$ cat config.mk
export PLATFORM = sky130hd
export DESIGN_NAME = div_serial_check
export DESIGN_NICKNAME = d
export VERILOG_FILES = /design/src/rtl/div_serial_check_pkg.sv /design/src/rtl/div_serial_check_mod_step.sv /design/src/rtl/div_serial_check.sv
export SDC_FILE = /design/constraint.sdc
export NUM_CORES = 1
export LEC_CHECK = 0
export CAP_MARGIN = 30
export CELL_PAD_IN_SITES_DETAIL_PLACEMENT = 2
export CELL_PAD_IN_SITES_GLOBAL_PLACEMENT = 2
export CORE_MARGIN = 10
export CORE_UTILIZATION = 30
export DETAILED_ROUTE_END_ITERATION = 16
export GPL_TIMING_DRIVEN = 0
export PLACE_DENSITY_LB_ADDON = 0.1
export SETUP_SLACK_MARGIN = 0.2
export SYNTH_ARGS = -nofsm -noshare
export SYNTH_HDL_FRONTEND = slang
export SYNTH_HIERARCHICAL = 1
export SYNTH_SLANG_ARGS = --single-unit
$ cat constraint.sdc
create_clock -name clk -period 2.35 [get_ports clk]
set_clock_uncertainty 0.1 [all_clocks]
set_input_delay 0.3525 -clock clk [delete_from_list [all_inputs] [get_ports clk]]
set_output_delay 0.3525 -clock clk [all_outputs]
set_load 0.01 [all_outputs]
$ cat src/rtl/div_serial_check_pkg.sv
// Shared definitions for the serial divisibility checker:
// FSM state encoding, default divisors and the remainder-width helper.
package div_serial_check_pkg;

    typedef enum logic [1:0] {
        IDLE  = 2'd0,
        SHIFT = 2'd1,
        DONE  = 2'd2
    } state_t;

    localparam int DEF_WIDTH = 8;
    localparam int DEF_DIV_A = 2;
    localparam int DEF_DIV_B = 3;
    localparam int DEF_DIV_C = 6;

    // Bits needed to hold a remainder of the largest divisor, never below 1.
    function automatic int rem_width(input int a, input int b, input int c);
        int m;
        m = a;
        if (b > m) m = b;
        if (c > m) m = c;
        return ($clog2(m) < 1) ? 1 : $clog2(m);
    endfunction

endpackage

$ cat src/rtl/div_serial_check_mod_step.sv
// One MSB-first remainder step: r' = (2r + b) mod D using a single
// conditional subtract, since 2r + b is always below 2D.
module mod_step #(
    parameter int D  = 2,
    parameter int RW = 1
) (
    input  logic [RW-1:0] r,
    input  logic          b,
    output logic [RW-1:0] r_next
);

    // One extra bit so 2r + b never overflows before the compare.
    localparam logic [RW:0] D_VAL = (RW+1)'(D);

    logic [RW:0] t;

    // Form 2r + b and fold it back into [0, D).
    always_comb begin
        t      = {r, b};
        r_next = (t >= D_VAL) ? RW'(t - D_VAL) : t[RW-1:0];
    end

endmodule

$ cat src/rtl/div_serial_check.sv
// Serial divisibility checker: takes a word over valid/ready, shifts it in
// MSB-first one bit per cycle while tracking the remainder modulo three
// divisors, then presents flags and remainders over valid/ready.
module div_serial_check
    import div_serial_check_pkg::*;
#(
    parameter int WIDTH = DEF_WIDTH,
    parameter int DIV_A = DEF_DIV_A,
    parameter int DIV_B = DEF_DIV_B,
    parameter int DIV_C = DEF_DIV_C
) (
    input  logic                                    clk,
    input  logic                                    rst_n,
    input  logic                                    in_valid,
    output logic                                    in_ready,
    input  logic [WIDTH-1:0]                        in,
    output logic                                    out_valid,
    input  logic                                    out_ready,
    output logic [2:0]                              divs,
    output logic [rem_width(DIV_A,DIV_B,DIV_C)-1:0] rem_a,
    output logic [rem_width(DIV_A,DIV_B,DIV_C)-1:0] rem_b,
    output logic [rem_width(DIV_A,DIV_B,DIV_C)-1:0] rem_c
);

    localparam int REM_W = rem_width(DIV_A, DIV_B, DIV_C);
    localparam int CNT_W = $clog2(WIDTH + 1);
    // Index 0 is divisor C so that divs[gi] lines up with {byA,byB,byC}.
    localparam int DIV_LIST [3] = '{DIV_C, DIV_B, DIV_A};

    if (DIV_A < 1 || DIV_B < 1 || DIV_C < 1 || WIDTH < 1) begin : g_param_check
        $error("div_serial_check: WIDTH and all divisors must be >= 1");
    end

    state_t             state_reg, state_next;
    logic [WIDTH-1:0]   shift_reg;
    logic [CNT_W-1:0]   count_reg;
    logic               accept;
    logic               last_step;
    logic [REM_W-1:0]   rem_all [3];
    logic [2:0]         flag_all;

    assign accept    = (state_reg == IDLE) && in_valid;
    assign last_step = (state_reg == SHIFT) && (count_reg == CNT_W'(WIDTH - 1));

    // State register.
    always_ff @(posedge clk or negedge rst_n) begin
        if (!rst_n) state_reg <= IDLE;
        else        state_reg <= state_next;
    end

    // Next-state logic: accept in IDLE, WIDTH shift cycles, hold until consumed.
    always_comb begin
        state_next = state_reg;
        case (state_reg)
            IDLE:    if (in_valid)  state_next = SHIFT;
            SHIFT:   if (last_step) state_next = DONE;
            DONE:    if (out_ready) state_next = IDLE;
            default:                state_next = IDLE;
        endcase
    end

    // Handshake outputs decoded from the state.
    always_comb begin
        in_ready  = 1'b0;
        out_valid = 1'b0;
        case (state_reg)
            IDLE:    in_ready  = 1'b1;
            DONE:    out_valid = 1'b1;
            default: ;
        endcase
    end

    // Shift register and bit counter; a new word reloads both.
    always_ff @(posedge clk or negedge rst_n) begin
        if (!rst_n) begin
            shift_reg <= '0;
            count_reg <= '0;
        end else if (accept) begin
            shift_reg <= in;
            count_reg <= '0;
        end else if (state_reg == SHIFT) begin
            shift_reg <= shift_reg << 1;
            count_reg <= count_reg + 1'b1;
        end
    end

    for (genvar gi = 0; gi < 3; gi++) begin : g_div
        logic [REM_W-1:0] work_reg;
        logic [REM_W-1:0] step_next;
        logic [REM_W-1:0] res_reg;
        logic             flag_reg;

        mod_step #(
            .D  (DIV_LIST[gi]),
            .RW (REM_W)
        ) u_step (
            .r      (work_reg),
            .b      (shift_reg[WIDTH-1]),
            .r_next (step_next)
        );

        // Running remainder; results latch only on the final shift.
        always_ff @(posedge clk or negedge rst_n) begin
            if (!rst_n) begin
                work_reg <= '0;
                res_reg  <= '0;
                flag_reg <= 1'b0;
            end else if (accept) begin
                work_reg <= '0;
            end else if (state_reg == SHIFT) begin
                work_reg <= step_next;
                if (last_step) begin
                    res_reg  <= step_next;
                    flag_reg <= (step_next == '0);
                end
            end
        end

        assign rem_all[gi]  = res_reg;
        assign flag_all[gi] = flag_reg;
    end

    assign divs  = flag_all;
    assign rem_a = rem_all[2];
    assign rem_b = rem_all[1];
    assign rem_c = rem_all[0];

endmodule

# Yosys cells after proc, flatten, opt, wreduce, memory -nomap -nowiden
# Cells that the tools add are included.
# word_totals
register_bits	35
in_bits	12
output_inout_bits	14
wordCells	54
# op_classes
add_sub_neg	4
magnitude_cmp	3
eq_ne	6
n_mux	19
bitwise_logic	1
n_reduce_logical	9
# ops
operator	count
2-to-1 mux 3 bit	9
2-to-1 mux 8 bit	2
zero test 3 bit	3
greater-or-equal comparator 4 x 2 -> 1 bit (second input constant)	2
2-to-1 mux 4 bit	2
2-to-1 mux 2 bit	3
inequality test 2 bit (second input constant)	3
case mux 2 bit (3 select lines)	1
AND reduction 3 bit	2
subtractor 3 x 2 -> 3 bit (second input constant)	2
adder 4 x 1 -> 4 bit (second input constant)	1
== test 4 x 3 -> 1 bit (second input constant)	1
greater-or-equal comparator 4 x 3 -> 1 bit (second input constant)	1
subtractor 3 bit (second input constant)	1
== test 2 x 1 -> 1 bit (second input constant)	1
== test 2 bit (second input constant)	1
logical AND 1 bit	2
zero test 2 bit	1
2-to-1 mux 1 bit	2
nonzero test 2 bit	1
inverter 1 bit	1

# Logic depth before layout (Yosys ltp)
# Gate-level depths: netlist of the first run.
# logic_depth
ltp_word	4
mapped_depth	5
depth_no_buf	5

# Hierarchy
# Netlist of the first run, hierarchy kept.
# modules_own_cells
mod	instances	cells_each	area_per_inst_um2
div_serial_check	1	115	1472.7
mod_step (g_div[1].u_step)	1	7	57.6
mod_step (g_div[0].u_step)	1	6	43.8
mod_step (g_div[2].u_step)	1	6	33.8

# Worst setup path after synthesis of the first run
# Ideal clock, no wire load.
# synth_timing
path_type	flip-flop to flip-flop
from	register shift_reg[7]
to	register g_div[1].res_reg[1], in the netlist rem_b[1]
t_arrival_ps	1500
required_time_ps	2125
slack_ps	626
path_stages_with_launch	5
synth_period_minus_slack_ps	1724
cell_sequence	dfrtp_1 -> ha_1 -> nor3_2 -> mux2_1 -> mux2_2
# synth_via
elab_chain_len	2
elab_cells_between_ends	3
cone_classes	1 x add/sub; 1 x order compare; 1 x mux
# synth_lines
element	line_no	text
start: declaration	div_serial_check.sv:35	logic [WIDTH-1:0] shift_reg;
start signal: assignment	div_serial_check.sv:79	shift_reg <= in;
start signal: assignment	div_serial_check.sv:82	shift_reg <= shift_reg << 1;
greater-or-equal comparator 4 x 2 -> 1 bit or subtractor 3 x 2 -> 3 bit (tied branches)	div_serial_check_mod_step.sv:20	r_next = (t >= D_VAL) ? RW'(t - D_VAL) : t[RW-1:0];
2-to-1 mux 3 bit (*)	div_serial_check_mod_step.sv:20	
named net g_div[1].step_next[1]	div_serial_check.sv:89	logic [REM_W-1:0] step_next;
end signal: assignment	div_serial_check.sv:113	res_reg <= step_next;
end: declaration	div_serial_check.sv:90	logic [REM_W-1:0] res_reg;
# The timed path passes the listed nets; every way through them passes the cells marked *.
# A chain may end at the register's enable or synchronous reset.

# Worst setup path in the final report of the first run
# layout_timing
from	register state_reg[1]
to	output out_valid
# layout_via
elab_chain_len	2
# layout_lines
element	line_no	text
start: declaration	div_serial_check.sv:34	state_t state_reg, state_next;
start signal: assignment	div_serial_check.sv:48	else state_reg <= state_next;
== test 2 bit	div_serial_check.sv:66	case (state_reg)
2-to-1 mux 1 bit	div_serial_check.sv:66	
end: declaration	div_serial_check.sv:17	output logic out_valid,
# No other way between the ends.

==> out/qor.yml, run 1 <==
cap_viol_max_count: 0
crit_path_start_kind: "register"
outcome: "finished, final reports clean"
antenna_left: 0
ioPinCount: 26
portBuffers: 25
ff2ff_path_depth: 5
synth_seq_cells: 35
maxSlewViolCount: 0
crit_path_max_fanout: 10
path_depth: 3
syn_to_final_growth_pct: 26.2
setup_tns_ps: 0
synth_compound_area_share_pct: 18.1
cts_buffer_depth: 2
relSlewSlack_pct: 47.7
die-area_sq_um: 8690
rows: 26
dr_total_vias: 1190
synth_edf_count: 0
htree_levels: 2
fin_ws_ps: 432
switching_share_pct: 36.2
cts_setup_buffers: 0
cts_sinks: 35
gp_congestion: 0.756
cts_tree: "yes"
netlist_area_sq_um: 1610
worstPathRequired_ps: 1900
start_util_pct: 31.3
peakVddDrop_mv: 0.404
cts_hold_buf: 0
hpwl_um: 3140
post-route-period-util_pct: 81.6
rrSetupSlack_ps: 440
wl_um: 4200
avgSynthCellArea_sq_um: 12.0
synth-simple-area-share_pct: 10.0
final_util_pct: 39.5
viasPerCell: 5.02
clkTransAtPathRegs_ps: 70
hp-class: "primary input to async pin"
crit_end: "out_valid"
synth_ff_type: "dfrtp_1"
rr_startpoint: "shift_reg[7]"
worst-setup-path-type: "register to output pin"
cts_buffers: 5
synth_cell_types: 32
cts_root_buf: "clkbuf_8"
leakage_uw: 0.000915
yosysWarnings: 6
synth_seq_area_share_pct: 54.5
grt_max_degree: 36
clock_latency_ps: 290
cp_slowest_cell: "dfrtp_1"
grt_overflow: 0
power.density_nw_per_um2: 1240
grt_pass1_wl_um: 7100
post-route-min-period_ps: 1920
synth_nets: 148
comb_power_share_pct: 43.0
p_int_uw: 1600
largest_reg_flops: 9
post-place-ws_ps: 230
finalSetupViolCount: 0
synth_xor_xnor_area_share_pct: 0.545
synth_top_family_by_area: "compound AO/OA/AOI/OAI gates"
hold_viol: 0
tightest_slew_ps: 785
crit_chain: "clkbuf_4 -> nor2b_1 -> dlygate4sd2_1"
diodes: 0
nets: 180
worstSetupStartpoint: "state_reg[1]"
grt_pass1_vias: 1338
synth_mux_area_share_pct: 10.4
clockPowerShare_pct: 16.8
synthCells: 134
cp.arrival_ps: 1470
synth_fa_ha_area_share_pct: 1.56
synthArstFlopShare_pct: 100
crit_family: "buffers and inverters"
rsz0062_at_grt: "false"
detail_route.wl_per_cell_um: 17.7
netSwitchingPower_uw: 910
p_seq_share_pct: 40.2
die_h_um: 93.2
crit_path_end_kind: "output pin"
drive_gt1_share_pct: 22.2
dieWidth_um: 93.2
core-area_sq_um: 5140
drcViolationCount: 0
antenna_found_initial: 0
drtIter0Drc: 38
fmax_mhz: 521
grt_usage_pct: 10.5
r2r_end: "g_div[1].flag_reg"
drtPass1Iterations: 4
critPathBufInv: 2
slowest_delay_ps: 430
fillCellCount: 577
[logic make-up after synthesis]
family | Yosys count
AO/OA/AOI/OAI | 39
XOR/XNOR | 1
adder cells (fa/ha/maj) | 2
buffers and inverters | 13
flip-flops | 35
multiplexers | 15
AND/OR/NAND/NOR | 29
[routing by layer]
layer | wire, um | track usage, %
met5 | 0 | 0
met1 | 1870 | 11.6
met3 | 212 | 3.76
met4 | 40 | 4.24
met2 | 2080 | 17.9
[cell usage in the layout (no fill, tap or decap)]
cell              n
xnor2_1           1
dlymetal6s2s_1    1
mux2_1            1
a22o_1           11
o21ai_2           2
nor2_1            5
a22oi_1          11
mux2i_1           1
clkbuf_8          5
clkbuf_1          1
or2b_1            1
buf_4             5
a21o_1            1
nor2b_1           4
clkdlybuf4s50_1  22
nand2_1           8
nand2b_1          3
nand2b_2          1
o31ai_1           1
a32o_1            1
buf_2             3
o21ai_0           9
nor3_4            1
inv_1             3
buf_6             1
a2bb2oi_1         1
and2_1            1
nand3_1           1
mux2_2           13
ha_1              2
clkinv_2          3
nor3_1            3
dfrtp_1          35
nor3_2            1
o21bai_2          1
a21oi_1           1
clkbuf_4          1
dlygate4sd2_1     1
[power groups by stage]
stage	registers (uW)	clock network (uW)	logic [uW]
after floorplan	999	0	684
after global placement	1000	0	1040
after detailed placement	1030	0	1100
after CTS	1010	449	1110
after global routing	1050	477	1210
final	1010	424	1080
[worst register-to-register path, delay by kind of cell, from the launching register on]
kind | cells | cell delay, ps
DFF | 1 | 470
adders and majority gates | 1 | 280
muxes | 2 | 580
and+or+nand+nor | 2 | 430
[Yosys cell counts, types with 2 or more instances]
cell | count | share of area, %
nor3_1 | 3 | 0.93
mux2_2 | 13 | 9.1
a22oi_1 | 11 | 5.1
o21ai_2 | 2 | 1.1
clkbuf_1 | 2 | 0.47
nor2b_1 | 4 | 1.6
dfrtp_1 | 35 | 54
buf_2 | 2 | 0.62
buf_4 | 5 | 2.3
o21ai_0 | 9 | 2.8
ha_1 | 2 | 1.6
nor2_1 | 5 | 1.2
nand2b_1 | 3 | 1.2
inv_1 | 3 | 0.70
nand2_1 | 8 | 1.9
a22o_1 | 11 | 6.0
[area by class of cell]
class,count,area (sq um),share of cell area (%)
Buffer,10,70.1,3.45
Clock buffer,5,68.8,3.39
Clock inverter,3,15.0,0.740
Inverter,3,11.3,0.555
Multi-Input combinational cell,86,654,32.2
Sequential cell,35,876,43.2
Tap cell,70,87.6,4.32
Timing Repair Buffer,25,246,12.1
[per-stage QoR]
| step | std cells | hold WS, ps | power (uW) | cell area [sq um] |
|---|---|---|---|---|
| final | 237 | 40.2 | 2510 | 2030 |
| after global routing | 237 | 103 | 2740 | 2030 |
| after CTS | 237 | 62.7 | 2570 | 2030 |
| after detailed placement | 229 | 376 | 2130 | 1940 |
| after global placement | 229 | 372 | 2040 | 1950 |
| after floorplan | 134 | -43.1 | 1680 | 1610 |
[worst min path at each step]
stage                             end  slack [ps]  depth (start not counted)
floorplan                count_reg[0]         -40                          0
finish              g_div[2].flag_reg          40                          1
detailed placement       shift_reg[2]         380                          2
global placement         shift_reg[2]         370                          2
CTS                 g_div[2].flag_reg          60                          1
global route        g_div[2].flag_reg         100                          1
[repair_timing]
item,4_1_cts,5_1_grt
gates resized for setup,3,1
endpoints found under the setup margin,2,1
cloned,0,0
Power figures use the tool's default switching activity.
==> run 2, diff against run 1 <==
clock period = 1.55 ns   (was 2.35 ns; I/O delays follow)
==> out/qor.yml, run 2 (synthesis gave the netlist of run 1 again) <==
outcome: "finished with violations"
violations: "setup timing"
cap_viol_max_count: 0  # unchanged
die_h_um: 93.2  # unchanged
fmax_mhz: 595
grt_max_degree: 36  # unchanged
worstPathRequired_ps: 1620  # -280 ps
peakVddDrop_mv: 0.781  # +93%
power.density_nw_per_um2: 1940  # +57%
hpwl_um: 3250  # +3.5%
fillCellCount: 540  # -6.4%
crit_path_max_fanout: 5  # -5
maxSlewViolCount: 0  # unchanged
setup_tns_ps: -1460  # -1460 ps
final_common_cell: "dfrtp_1"
dr_total_vias: 1315  # +11%
syn_to_final_growth_pct: 54.6
antenna_left: 0  # unchanged
core-area_sq_um: 5140  # unchanged
wl_um: 5290  # +26%
fin_ws_ps: -130  # -562 ps
cts_sinks: 35  # unchanged
relSlewSlack_pct: 66.4  # +19 points
drtIter0Drc: 41  # +7.9%
post-route-period-util_pct: 108
ioPinCount: 26  # unchanged
cts_root_buf: "clkbuf_8"
dieWidth_um: 93.2  # unchanged
cts_tree: "yes"
worst-setup-path-type: "register to register"
largest_reg_flops: 9  # unchanged
grt_overflow: 0  # unchanged
cp.arrival_ps: 1750  # +280 ps
drcViolationCount: 0  # unchanged
final_cell_mix: "dfrtp_1, buf_4, mux2_4"
die-area_sq_um: 8690  # unchanged
clkTransAtPathRegs_ps: 80  # about the same
drive_gt1_share_pct: 45.9  # +24 points
tightest_slew_ps: 504  # -281 ps
finalSetupViolCount: 16  # +16
start_util_pct: 31.3  # unchanged
viasPerCell: 4.98  # -0.80%
crit_path_start_kind: "register"
rsz0062_at_grt: "true"
portBuffers: 25  # unchanged
grt_usage_pct: 11.5  # +1.0 points
detail_route.wl_per_cell_um: 20.0  # +13%
hp-class: "primary input to async pin"
grt_pass1_wl_um: 7820  # +10%
htree_levels: 2  # unchanged
rows: 26  # unchanged
nets: 207  # +15%
post-route-min-period_ps: 1680
cts_buffers: 5  # unchanged
hold_viol: 0  # unchanged
diodes: 0  # unchanged
drtPass1Iterations: 3  # -1
gp_congestion: 0.771  # +2.0%
finalPower_uw: 4820  # +92%
grt_pass1_vias: 1505  # +12%
crit_path_end_kind: "register"
antenna_found_initial: 0  # unchanged
final_util_pct: 48.3  # +8.9 points
clock_latency_ps: 290  # about the same
leakage_uw: 0.00119  # +30%
cts_buffer_depth: 2  # unchanged
## run 2: changes by cell type in the layout (fill, tap and decap cells not counted), moves of 8 or more
cell / change
buf_4: +17
buf_6: +9
clkdlybuf4s50_1: -12
dlygate4sd2_1: +8
mux2_2: -12
mux2_4: +13
## run 2: final cells by class
class / count / area, sq um / share of cell area (%)
Buffer: 10 / 98.8 / 3.98
Multi-Input combinational cell: 86 / 828 / 33.3
Sequential cell: 35 / 880 / 35.4
Clock buffer: 8 / 100 / 4.03
Tap cell: 70 / 87.6 / 3.52
Inverter: 3 / 11.3 / 0.453
Timing Repair Buffer: 52 / 479 / 19.3
## run 2: through the flow
step | cells | setup slack, ps | instance area (sq um) | hold slack (ps)
after floorplan | 134 | 1.86 | 1650 | -163
after global placement | 229 | -802 | 1980 | 372
after detailed placement | 229 | -456 | 1980 | 267
after CTS | 255 | -102 | 2310 | 410
after global routing | 264 | -186 | 2480 | 432
final | 264 | -130 | 2480 | 369
## run 2: timing repair
item / CTS / global route
hold endpoints to repair: 35 / 0
setup endpoints to repair: 46 / 72
hold buffers: 1 / 0
cloned: 1 / 1
gates resized for setup: 61 / 29
buffers inserted: 16 / 8
pin swaps: 12 / 13
## run 2: worst paths after layout
path,startpoint,endpoint,slack [ps],cells after the start
max,state_reg[1],rem_c[0],-130,5
min in group clk,shift_reg[0],shift_reg[0],410,1
max in group asynchronous,rst_n,shift_reg[7],590,2
min,rst_n,g_div[0].flag_reg,370,2
max reg2reg,state_reg[1],rem_c[0],-130,5
min reg2reg,shift_reg[0],shift_reg[0],410,1
## run 2: where the power goes
| part | internal (uW) | switching (uW) | leakage [uW] |
|---|---|---|---|
| Clock | 406 | 338 | 0.0000515 |
| Sequential | 1260 | 325 | 0.000449 |
| Combinational | 1430 | 1070 | 0.000693 |
## run 2: per-layer routing
layer,global-route usage (%),share of wire [%],vias up,wire (um)
met2,21.0,54,23,2880
met1,12.4,40,686,2140
met4,3.08,0.78,0,41
met3,3.92,4.3,4,228
li1,-,-,602,-
met5,0,0,-,0
## run 2: critical path, stage by stage (launching register included)
cell and delay, ps:
dfrtp_2 420, buf_6 120, nand2b_4 140, nor3_4 270
buf_6 210, mux2_4 300
